[src/rtl/pwm_output_stage.sv]
// 16-pin PWM output stage: a shared prescaled 8-bit counter drives per-pin off/high/PWM outputs.
// The duty cycle is shadowed and reloaded only at the period wrap so a write never glitches a pin.
module pwm_output_stage #(
  parameter int unsigned PRESCALE = 13
) (
  input  logic        clk,
  input  logic        rst_n,
  input  logic [7:0]  en_reg_out_7_0_i,
  input  logic [7:0]  en_reg_out_15_8_i,
  input  logic [7:0]  en_reg_pwm_7_0_i,
  input  logic [7:0]  en_reg_pwm_15_8_i,
  input  logic [7:0]  pwm_duty_cycle_i,
  output logic [15:0] pwm_out_o,
  output logic        period_start_o
);

  localparam logic [7:0] PsMax  = 8'(PRESCALE - 1);
  localparam logic [7:0] CntMax = 8'hFF;

  logic [7:0]  prescaler_q, prescaler_d;
  logic [7:0]  counter_q, counter_d;
  logic [7:0]  duty_shadow_q, duty_shadow_d;
  logic [15:0] pwm_out_q, pwm_out_d;
  logic        wrap_q;
  logic        period_start_q;

  logic        tick;
  logic        wrap;
  logic        pwm_sig;
  logic [15:0] en_out;
  logic [15:0] en_pwm;

  assign en_out = {en_reg_out_15_8_i, en_reg_out_7_0_i};
  assign en_pwm = {en_reg_pwm_15_8_i, en_reg_pwm_7_0_i};

  assign tick = (prescaler_q == PsMax);
  assign wrap = tick && (counter_q == CntMax);

  always_comb begin
    prescaler_d   = tick ? 8'd0 : prescaler_q + 8'd1;
    counter_d     = tick ? counter_q + 8'd1 : counter_q;
    duty_shadow_d = wrap ? pwm_duty_cycle_i : duty_shadow_q;
  end

  // 0xFF is forced fully on; otherwise a plain compare would leave a one-step dip at count 255.
  always_comb begin
    pwm_sig   = (duty_shadow_q == 8'hFF) || (counter_q < duty_shadow_q);
    pwm_out_d = en_out & (~en_pwm | {16{pwm_sig}});
  end

  // wrap_q delays the pulse one more clock so it lines up with pwm_out showing count 0.
  always_ff @(posedge clk or negedge rst_n) begin
    if (!rst_n) begin
      prescaler_q    <= 8'd0;
      counter_q      <= 8'd0;
      duty_shadow_q  <= 8'd0;
      pwm_out_q      <= 16'd0;
      wrap_q         <= 1'b0;
      period_start_q <= 1'b0;
    end else begin
      prescaler_q    <= prescaler_d;
      counter_q      <= counter_d;
      duty_shadow_q  <= duty_shadow_d;
      pwm_out_q      <= pwm_out_d;
      wrap_q         <= wrap;
      period_start_q <= wrap_q;
    end
  end

  assign pwm_out_o      = pwm_out_q;
  assign period_start_o = period_start_q;

endmodule

[config.mk]
export PLATFORM = sky130hd
export DESIGN_NAME = pwm_output_stage
export DESIGN_NICKNAME = d
export VERILOG_FILES = /design/src/rtl/pwm_output_stage.sv
export SDC_FILE = /design/constraint.sdc
export NUM_CORES = 1
export LEC_CHECK = 0
export CORE_AREA = 8 8 80 75
export DETAILED_ROUTE_END_ITERATION = 6
export DIE_AREA = 0 0 88 83
export DONT_BUFFER_PORTS = 1
export GPL_TIMING_DRIVEN = 0
export SLEW_MARGIN = 10
export SYNTH_ARGS = -nofsm -noshare
export SYNTH_HDL_FRONTEND = slang
export SYNTH_SLANG_ARGS = --single-unit
[constraint.sdc]
create_clock -name clk -period 2.75 [get_ports clk]
set_input_delay 0.55 -clock clk [delete_from_list [all_inputs] [get_ports clk]]
set_output_delay 0.55 -clock clk [all_outputs]
set_load 0.005 [all_outputs]
== Word level (Yosys, flattened, before mapping) ==
Index checks and enable logic that the tools add are counted.
Storage, ports and cells
  register bits: 42
  latch bits: 0
  memory bits (writable): 0
  bits in read-only memories: 0
  input port bits: 42
  output and inout bits: 17
  word-level logic and storage cells: 18
  memories kept: 0
Operators by class
  add/subtract/negate cells: 2
  multiply operators: 0
  divide/modulo/power cells: 0
  order comparisons: 1
  equality and inequality tests: 3
  shift operators: 0
  multiplexer cells: 1
  bitwise operators: 3
  reductions and logical operators: 2
Operator list (number)
  8-bit by 1-bit adder with 8-bit output, second input constant: 2
  16-bit AND: 1
  8-bit == test, second input constant: 2
  16-bit inverter: 1
  16-bit bitwise OR: 1
  8-bit by 4-bit == test with 1-bit output, second input constant: 1
  8-bit < comparator: 1
  8-bit two-way mux: 1
  1-bit logical AND: 1
  1-bit logical OR: 1

== Depth between registers and ports, before layout ==
  depth after elaboration: 4
  gate-level depth with buffers: 7
  depth with buffers taken out: 6

== Worst setup path after synthesis ==
No wires, ideal clock.
  path kind: register -> register
  start point: register prescaler_q[0]
  end point: register duty_shadow_q[0]
  data arrival time: 1.956 ns
  required time: 2.625 ns
  slack: 0.669 ns
  cell stages (with the launch flop): 8
  buffers on the path: 1
  clock period less this slack: 2.081 ns
  cell sequence: dfrtp_1 -> inv_1 -> ha_1 -> nand4b_1 -> or4_1 -> buf_2 -> nor3_4 -> mux2_2
On the way
  longest elaborated chain between the ends: 2
RTL lines
  from (decl): RTL line 20  | logic [7:0] prescaler_q, prescaler_d;
  from (signal assigned): RTL line 61  | prescaler_q <= prescaler_d;
  8-bit by 4-bit == test with 1-bit output: RTL line 36  | assign tick = (prescaler_q == PsMax);
  1-bit logical AND: RTL line 37  | assign wrap = tick && (counter_q == CntMax);
  to (signal assigned): RTL line 63  | duty_shadow_q <= duty_shadow_d;
  to (decl): RTL line 22  | logic [7:0] duty_shadow_q, duty_shadow_d;
Every way passes these cells.
A chain may end at the register's enable or synchronous reset.

== Final worst setup path ==
  start point: register counter_q[7]
  end point: register pwm_out_q[11], in the netlist pwm_out_o[11]
On the way
  longest elaborated chain between the ends: 4
RTL lines
  from (decl): RTL line 21  | logic [7:0] counter_q, counter_d;
  from (signal assigned): RTL line 62  | counter_q <= counter_d;
  8-bit < comparator: RTL line 47  | pwm_sig = (duty_shadow_q == 8'hFF) || (counter_q < duty_shadow_q);
  1-bit logical OR: RTL line 47
  16-bit bitwise OR: RTL line 48  | pwm_out_d = en_out & (~en_pwm | {16{pwm_sig}});
  16-bit AND: RTL line 48
  named net pwm_out_d[11]: RTL line 23  | logic [15:0] pwm_out_q, pwm_out_d;
  to (signal assigned): RTL line 64  | pwm_out_q <= pwm_out_d;
  to (decl): RTL line 23
The timed path passes the listed nets, and every way through them passes these cells.

==> flow_summary.html <==
<table>
<tr><th>Metric</th><th>Value</th></tr>
<tr><th colspan="2">STA</th></tr>
<tr><td>Tcrit/Tclk final</td><td>0.847</td></tr>
<tr><td>Minimum period implied by the final worst setup slack</td><td>2330 ps</td></tr>
<tr><td>Max-slew headroom at the worst pin</td><td>0.496</td></tr>
<tr><td>Actual slew at the worst max-slew pin</td><td>750 ps</td></tr>
<tr><td>Finish-stage setup viols</td><td>0</td></tr>
<tr><td>Number of hold violations in the final report</td><td>0</td></tr>
<tr><td>Worst setup skew after layout</td><td>2.89 ps</td></tr>
<tr><td>Total negative setup slack</td><td>0 ps</td></tr>
<tr><td>RSZ-0062 raised after global routing</td><td>no</td></tr>
<tr><td>Max Clk Rate</td><td>0.429 GHz</td></tr>
<tr><td>Slew Viols, Final</td><td>0</td></tr>
<tr><th colspan="2">Power</th></tr>
<tr><td>Leakage dissipation</td><td>0.000923 uW</td></tr>
<tr><td>Pint</td><td>908 uW</td></tr>
<tr><td>Sw Pwr</td><td>219 uW</td></tr>
<tr><td>Clock share of power</td><td>0.416</td></tr>
<tr><td>Power density over the cells</td><td>556 mW/mm2</td></tr>
<tr><td>Switching share of power</td><td>0.194</td></tr>
<tr><td>Proportion of power drawn by combinational gates</td><td>0.020</td></tr>
<tr><td>VDD IR-drop max</td><td>0.318 mV</td></tr>
<tr><td>Portion of total power attributed to sequential cells</td><td>0.564</td></tr>
<tr><th colspan="2">Yosys</th></tr>
<tr><td>Share of synthesized area spent on multiplexers</td><td>0.0498</td></tr>
<tr><td>Netlist area before placement</td><td>0.00181 mm2</td></tr>
<tr><td>YS warnings</td><td>0</td></tr>
<tr><td>Fraction of synthesized cell area in xor and xnor cells</td><td>0.0630</td></tr>
<tr><td>Net count after synthesis</td><td>198</td></tr>
<tr><td>Post-synthesis cell count</td><td>146</td></tr>
<tr><td>Dominant combinational cell family by area after synthesis</td><td>simple AND/OR/NAND/NOR gates</td></tr>
<tr><td>Adder-cell share of the synthesized area</td><td>0.0692</td></tr>
<tr><td>Count of different cell masters after synthesis</td><td>30</td></tr>
<tr><td>Proportion of register bits with asynchronous set or reset after synthesis</td><td>1.00</td></tr>
<tr><td>Post-synthesis register bit count</td><td>42</td></tr>
<tr><td>Number of enable flip-flop cells after synthesis</td><td>0</td></tr>
<tr><td>Post-synthesis share of cell area spent on and, or, nand and nor gates</td><td>0.118</td></tr>
<tr><td>Sequential element share of the synthesized area</td><td>0.581</td></tr>
<tr><td>Commonest register cell after synthesis</td><td>sky130_fd_sc_hd__dfrtp_1</td></tr>
<tr><td>Average cell area after synthesis</td><td>12.4 um2</td></tr>
<tr><td>Compound-Gate Fraction of Synth Area</td><td>0.0955</td></tr>
<tr><th colspan="2">Critical path</th></tr>
<tr><td>Largest driver fanout on the critical path</td><td>10</td></tr>
<tr><td>Cell depth of the worst flop-to-flop path</td><td>6</td></tr>
<tr><td>WP depth</td><td>6</td></tr>
<tr><td>Kind of critical path</td><td>register to register</td></tr>
<tr><td>Cell with the largest stage delay on the worst path</td><td>sky130_fd_sc_hd__o32ai_1</td></tr>
<tr><td>Required time of the critical path</td><td>2900 ps</td></tr>
<tr><td>Cell-by-cell trace of the critical path</td><td>ha_1 &gt; and4_1 &gt; o21ai_0 &gt; o32ai_1 &gt; clkbuf_1 &gt; a21boi_0</td></tr>
<tr><td>Critical Path Source Type</td><td>register</td></tr>
<tr><td>Category of cells accounting for the largest share of critical-path delay</td><td>compound AO/OA/AOI/OAI gates</td></tr>
<tr><td>Stage delay of the slowest cell on the critical path</td><td>660 ps</td></tr>
<tr><td>Worst setup EP type</td><td>register</td></tr>
<tr><td>Crit path DAT</td><td>2480 ps</td></tr>
<tr><td>Total buffers and inverters traversed by the critical path</td><td>1</td></tr>
<tr><td>Setup slack of the most critical reg-to-reg path</td><td>420 ps</td></tr>
<tr><th colspan="2">Placement</th></tr>
<tr><td>IO Port Bufs</td><td>0</td></tr>
<tr><td>Half-perimeter wire length after placement</td><td>2.68 mm</td></tr>
<tr><td>Placement-stage cell area</td><td>0.00189 mm2</td></tr>
<tr><td>Final weighted congestion in routability-driven placement</td><td>0.749</td></tr>
<tr><th colspan="2">Routing</th></tr>
<tr><td>Final WL</td><td>3.56 mm</td></tr>
<tr><td>Post-route antenna net violation count</td><td>0</td></tr>
<tr><td>Average via count per standard cell</td><td>5.12</td></tr>
<tr><td>DRC violation total after the first TritonRoute iteration</td><td>60</td></tr>
<tr><td>Total vias in the final route</td><td>1127</td></tr>
<tr><td>Detailed-routing iteration count for the pre-antenna-repair pass</td><td>5</td></tr>
<tr><td>DRC violation count after routing</td><td>0</td></tr>
<tr><td>Wire per inst</td><td>16.2 um</td></tr>
<tr><th colspan="2">Global route</th></tr>
<tr><td>GRT Resource Usage Total</td><td>0.101</td></tr>
<tr><td>Pin count of the biggest net entering global routing</td><td>43</td></tr>
<tr><td>Overflow left after global routing</td><td>0</td></tr>
<tr><td>Vias in the first global route</td><td>1273</td></tr>
<tr><td>First-pass GRT wire length</td><td>5.73 mm</td></tr>
<tr><td>Antenna violations before repair</td><td>0</td></tr>
<tr><th colspan="2">Clocking</th></tr>
<tr><td>Clock Sink Count</td><td>42</td></tr>
<tr><td>Clock transition time at the flip-flop clock pins of the worst setup and hold paths</td><td>80 ps</td></tr>
<tr><td>Number of cells upsized or downsized after cts</td><td>0</td></tr>
<tr><td>Inserted Clock Buffers</td><td>5</td></tr>
<tr><td>Number of buffers on the longest clock path</td><td>2</td></tr>
<tr><td>H-tree levels</td><td>2</td></tr>
<tr><td>CTS Hold Bufs</td><td>1</td></tr>
<tr><td>Clock latency reported for the late side of the worst-skew pair</td><td>280 ps</td></tr>
<tr><td>Post-CTS Setup Inserts</td><td>0</td></tr>
<tr><td>Clock tree from TritonCTS</td><td>built</td></tr>
<tr><td>Library cell used as clock root buffer</td><td>sky130_fd_sc_hd__clkbuf_8</td></tr>
<tr><th colspan="2">Die</th></tr>
<tr><td>IO Pins</td><td>59</td></tr>
<tr><td>Area of the die</td><td>0.00730 mm2</td></tr>
<tr><td>Chip height</td><td>83 um</td></tr>
<tr><td>Standard-cell rows</td><td>24</td></tr>
<tr><td>Die boundary width</td><td>88 um</td></tr>
<tr><td>Initial core utilization</td><td>0.388</td></tr>
<tr><td>Area of the core region</td><td>0.00465 mm2</td></tr>
<tr><th colspan="2">Finish</th></tr>
<tr><td>Diode count</td><td>0</td></tr>
<tr><td>Number of inserted filler cells in the final layout</td><td>426</td></tr>
<tr><td>Total Nets Final</td><td>206</td></tr>
<tr><td>Post-layout instance area</td><td>0.00203 mm2</td></tr>
<tr><td>Layout cells sized above 1</td><td>0.103</td></tr>
<tr><td>Syn-to-layout area delta</td><td>12.0%</td></tr>
<tr><th colspan="2">Status</th></tr>
<tr><td>Outcome</td><td>complete, no violations</td></tr>
<tr><th colspan="2">Worst hold path</th></tr>
<tr><td>Classification of the worst-slack hold path</td><td>input pin to asynchronous set/reset pin</td></tr>
<tr><th colspan="2">Run</th></tr>
<tr><td>Number of maximum-capacitance violations</td><td>0</td></tr>
</table>
## stage by stage
step,std cells,setup slack (ps),hold WS [ps],utilization,power [uW]
final,220,421,99.1,0.435,1130
after global routing,220,218,91.7,0.435,1180
after global placement,211,501,256,0.406,658
after CTS,220,386,103,0.434,1140
after detailed placement,211,381,256,0.406,658
after floorplan,146,669,254,-,654
## cells in the final DEF (no fill, tap or decap), drive strengths merged, types with 2 or more instances in the layout
cell and instances:
a21boi 16, and3 2, buf 2, clkbuf 7, dfrtp 42, ha 10
inv 9, mux2 8, nand2 7, nand3 3, nand4 8, nor2 9
nor3 4, xnor2 8, xor2 5
## worst reg2reg max path, delay by kind of cell, from the launching register on
| kind | cells | cell delay (ps) |
|---|---|---|
| AND/OR/NAND/NOR | 1 | 190 |
| AO/OA/AOI/OAI | 3 | 890 |
| flip-flops | 1 | 430 |
| buffers and inverters | 1 | 360 |
| adder cells (fa/ha/maj) | 1 | 330 |
## layout make-up
class                   instances  area, um2  share of cell area
inverters                       9       33.8              0.0167
plain buffers                   2       8.76             0.00432
well taps                      65       81.3              0.0401
clock buffers                   6       72.6              0.0358
clock inverters                 2       37.5              0.0185
flip-flops and latches         42       1050               0.519
repair buffers                  1       20.0             0.00988
multi-input cells              93        721               0.356
## Yosys cell counts (all sizes together), types with 2 or more instances
master,n,area share
a21boi,16,0.066
and3,2,0.0069
dfrtp,42,0.58
ha,10,0.069
inv,9,0.019
mux2,8,0.050
nand2,7,0.015
nand3,3,0.0083
nand4,8,0.028
nor2,9,0.019
nor3,4,0.017
xnor2,8,0.039
xor2,5,0.024
## flip-flops by register name, summed over array words and instances, names as in the netlist
| signal | count |
|---|---|
| pwm_out_o | 16 |
| counter_q | 8 |
| duty_shadow_q | 8 |
| prescaler_q | 8 |
| period_start_o | 1 |
| wrap_q | 1 |
## per-layer routing
layer	share of wire	global-route usage
met5	0	0
met4	0.013	0.0500
met3	0.16	0.0827
met2	0.44	0.152
met1	0.38	0.0964
## power by group through the flow
stage               combinational [uW]  clock [uW]  sequential (uW)
CTS                               23.4         481              637
detailed placement                9.28           0              648
floorplan                         7.57           0              646
global placement                  8.13           0              650
finish                            22.4         468              636
global route                      25.2         511              639
## final timing paths
path | startpoint | endpoint
setup / recovery | counter_q[7]$_DFFE_PN0N_ | pwm_out_o[11]$_DFF_PN0_
hold / removal | rst_n | prescaler_q[6]$_DFF_PN0_
setup reg to reg | counter_q[7]$_DFFE_PN0N_ | pwm_out_o[11]$_DFF_PN0_
hold reg to reg | wrap_q$_DFF_PN0_ | period_start_o$_DFF_PN0_
max in group asynchronous | rst_n | counter_q[6]$_DFFE_PN0N_
min in group clk | wrap_q$_DFF_PN0_ | period_start_o$_DFF_PN0_
## cell families (layout without fill, tap and decap cells)
| group | after synthesis | after routing |
|---|---|---|
| compound gates | 23 | 23 |
| xor+xnor | 13 | 13 |
| fa+ha+maj | 10 | 10 |
| buf+inv | 11 | 20 |
| flops | 42 | 42 |
| mux | 8 | 8 |
| simple gates | 39 | 39 |
(Power assumes the default switching activity.)
==> RTL edit: new RTL, config.mk and constraints unchanged <==
Make the reset (`rst_n`) synchronous in one clocked block.
--- a/src/rtl/pwm_output_stage.sv
+++ b/src/rtl/pwm_output_stage.sv
@@ -51,3 +51,3 @@
   // wrap_q delays the pulse one more clock so it lines up with pwm_out showing count 0.
-  always_ff @(posedge clk or negedge rst_n) begin
+  always_ff @(posedge clk) begin
     if (!rst_n) begin
Check against the original RTL: differs if rst_n is asserted again (counterexample within 4 cycles, from zero or initial values and one cycle with rst_n low); with rst_n held inactive, the same outputs for 10 cycles.
==> RTL edit against the unedited design <==
- cell area shrank 2.3%
- sequential cell count did not move
- area after synthesis decreased by 1.2%
- critical path type unchanged
- cell count up 24%
- routed wire length rose by 7.1%
- highest routed layer unchanged
- worst setup slack worse by 0.022 ns
- critical endpoint is now pwm_out_o[0]$_SDFF_PN0_
Power is not compared: it rests on default switching activity, and its combinational part moved more than twofold at a synthesized area within 25%.
==> RTL edit: results (changes against the unedited design) <==
- The worst setup skew after layout is 0.0110 ns (was 0.00289 ns).
- The global-route track usage on met2 is 0.155 (was 0.152).
- The clock latency of the later-clocked register in the worst-skew pair is 0.30 ns (was 0.28 ns).
- Synth top area cells: sky130_fd_sc_hd__dfxtp_1, sky130_fd_sc_hd__ha_1, sky130_fd_sc_hd__nand2_1, sky130_fd_sc_hd__a21oi_1, sky130_fd_sc_hd__o21ai_2 (was sky130_fd_sc_hd__dfrtp_1, sky130_fd_sc_hd__ha_1, sky130_fd_sc_hd__a21boi_0, sky130_fd_sc_hd__xnor2_1, sky130_fd_sc_hd__mux2_2).
- The total met2 wirelength after detailed routing came to 1660 µm (was 1580 µm).
- The DRC marker count from the first detailed-route iteration is 52 (was 60).
- The routed metal-1 wire length is 1800 µm (was 1370 µm).
- The overall fraction of global-route tracks in use is 0.110 (was 0.101).
- The placer congestion estimate came to 0.733 (was 0.749).
- The headroom to the max-slew limit is 0.453 (was 0.496).
- The number of nets in the layout came to 259 (was 206).
- The setup slack of the worst register-to-register path is 0.40 ns (was 0.42 ns).
- The final HPWL from detailed placement is 2890 µm (was 2680 µm).
- The logic depth of the worst register-to-register path came to 7 (was 6).
- The detailed-route wire length per cell is 14.0 µm (was 16.2 µm).
- Result of the run: complete, no violations (unchanged).
- Synth top cells by count: sky130_fd_sc_hd__dfxtp_1, sky130_fd_sc_hd__nand2_1, sky130_fd_sc_hd__a21oi_1, sky130_fd_sc_hd__nor2_1, sky130_fd_sc_hd__nand3_1 (was sky130_fd_sc_hd__dfrtp_1, sky130_fd_sc_hd__a21boi_0, sky130_fd_sc_hd__ha_1, sky130_fd_sc_hd__inv_1, sky130_fd_sc_hd__nor2_1).
- The synthesized net count is 252 (was 198).
- The largest net degree at the start of global routing is 15 (was 43).
- The global-route track usage on met3 is 0.0630 (was 0.0827).
- The async set-or-reset flop fraction in the synthesized netlist was 0 (was 1.00).
- The instance area at placement is 1870 µm² (was 1890 µm²).
- The worst stage delay on the critical path came to 0.73 ns (was 0.66 ns).
- The most used flip-flop cell after synthesis is sky130_fd_sc_hd__dfxtp_1 (was sky130_fd_sc_hd__dfrtp_1).
- The number of detailed-routing iterations run before antenna repair is 4 (was 5).
- The detailed route wirelength on metal3 is 320 µm (was 571 µm).
- The proportion of layout cells with a drive suffix above 1 is 0.101 (was 0.103).
-- RTL edit: cell types whose count changed after synthesis, moves of 8 or more --
cell,before,now
sky130_fd_sc_hd__nand3_1,3,13
sky130_fd_sc_hd__a21boi_0,16,0
sky130_fd_sc_hd__dfrtp_1,42,0
sky130_fd_sc_hd__o21ai_2,0,8
sky130_fd_sc_hd__nand2_1,7,28
sky130_fd_sc_hd__nor2_1,9,18
sky130_fd_sc_hd__a21oi_1,1,19
sky130_fd_sc_hd__dfxtp_1,0,42
-- RTL edit: final timing paths --
check / to / from
setup / recovery: pwm_out_o[0]$_SDFF_PN0_ / duty_shadow_q[6]$_SDFFE_PN0P_
setup reg to reg: pwm_out_o[0]$_SDFF_PN0_ / duty_shadow_q[6]$_SDFFE_PN0P_
hold reg to reg: period_start_o$_SDFF_PN0_ / wrap_q$_SDFF_PN0_
hold / removal: pwm_out_o[2]$_SDFF_PN0_ / en_reg_pwm_7_0_i[2]
-- RTL edit: cell families after synthesis --
logic type | synth area share
buf+inv | 0.0617
flops | 0.471
xor+xnor | 0.0589
fa+ha+maj | 0.0701
simple gates | 0.211
compound gates | 0.128
-- RTL edit: area by class of cell --
type	instances	area (µm²)	share of cell area
multi-input cells	137	835	0.422
clock inverters	3	43.8	0.0221
flip-flops and latches	42	841	0.425
inverters	13	48.8	0.0247
plain buffers	8	61.3	0.0310
clock buffers	5	68.8	0.0348
well taps	65	81.3	0.0411
-- RTL edit: through the flow --
stage	setup WS [ns]	hold WS (ns)	instances	power [mW]
floorplan	0.627	0.412	200	0.680
global placement	0.381	0.415	265	0.692
detailed placement	0.368	0.449	265	0.693
CTS	0.371	0.319	273	1.18
global route	0.0535	0.302	273	1.23
finish	0.399	0.325	273	1.17
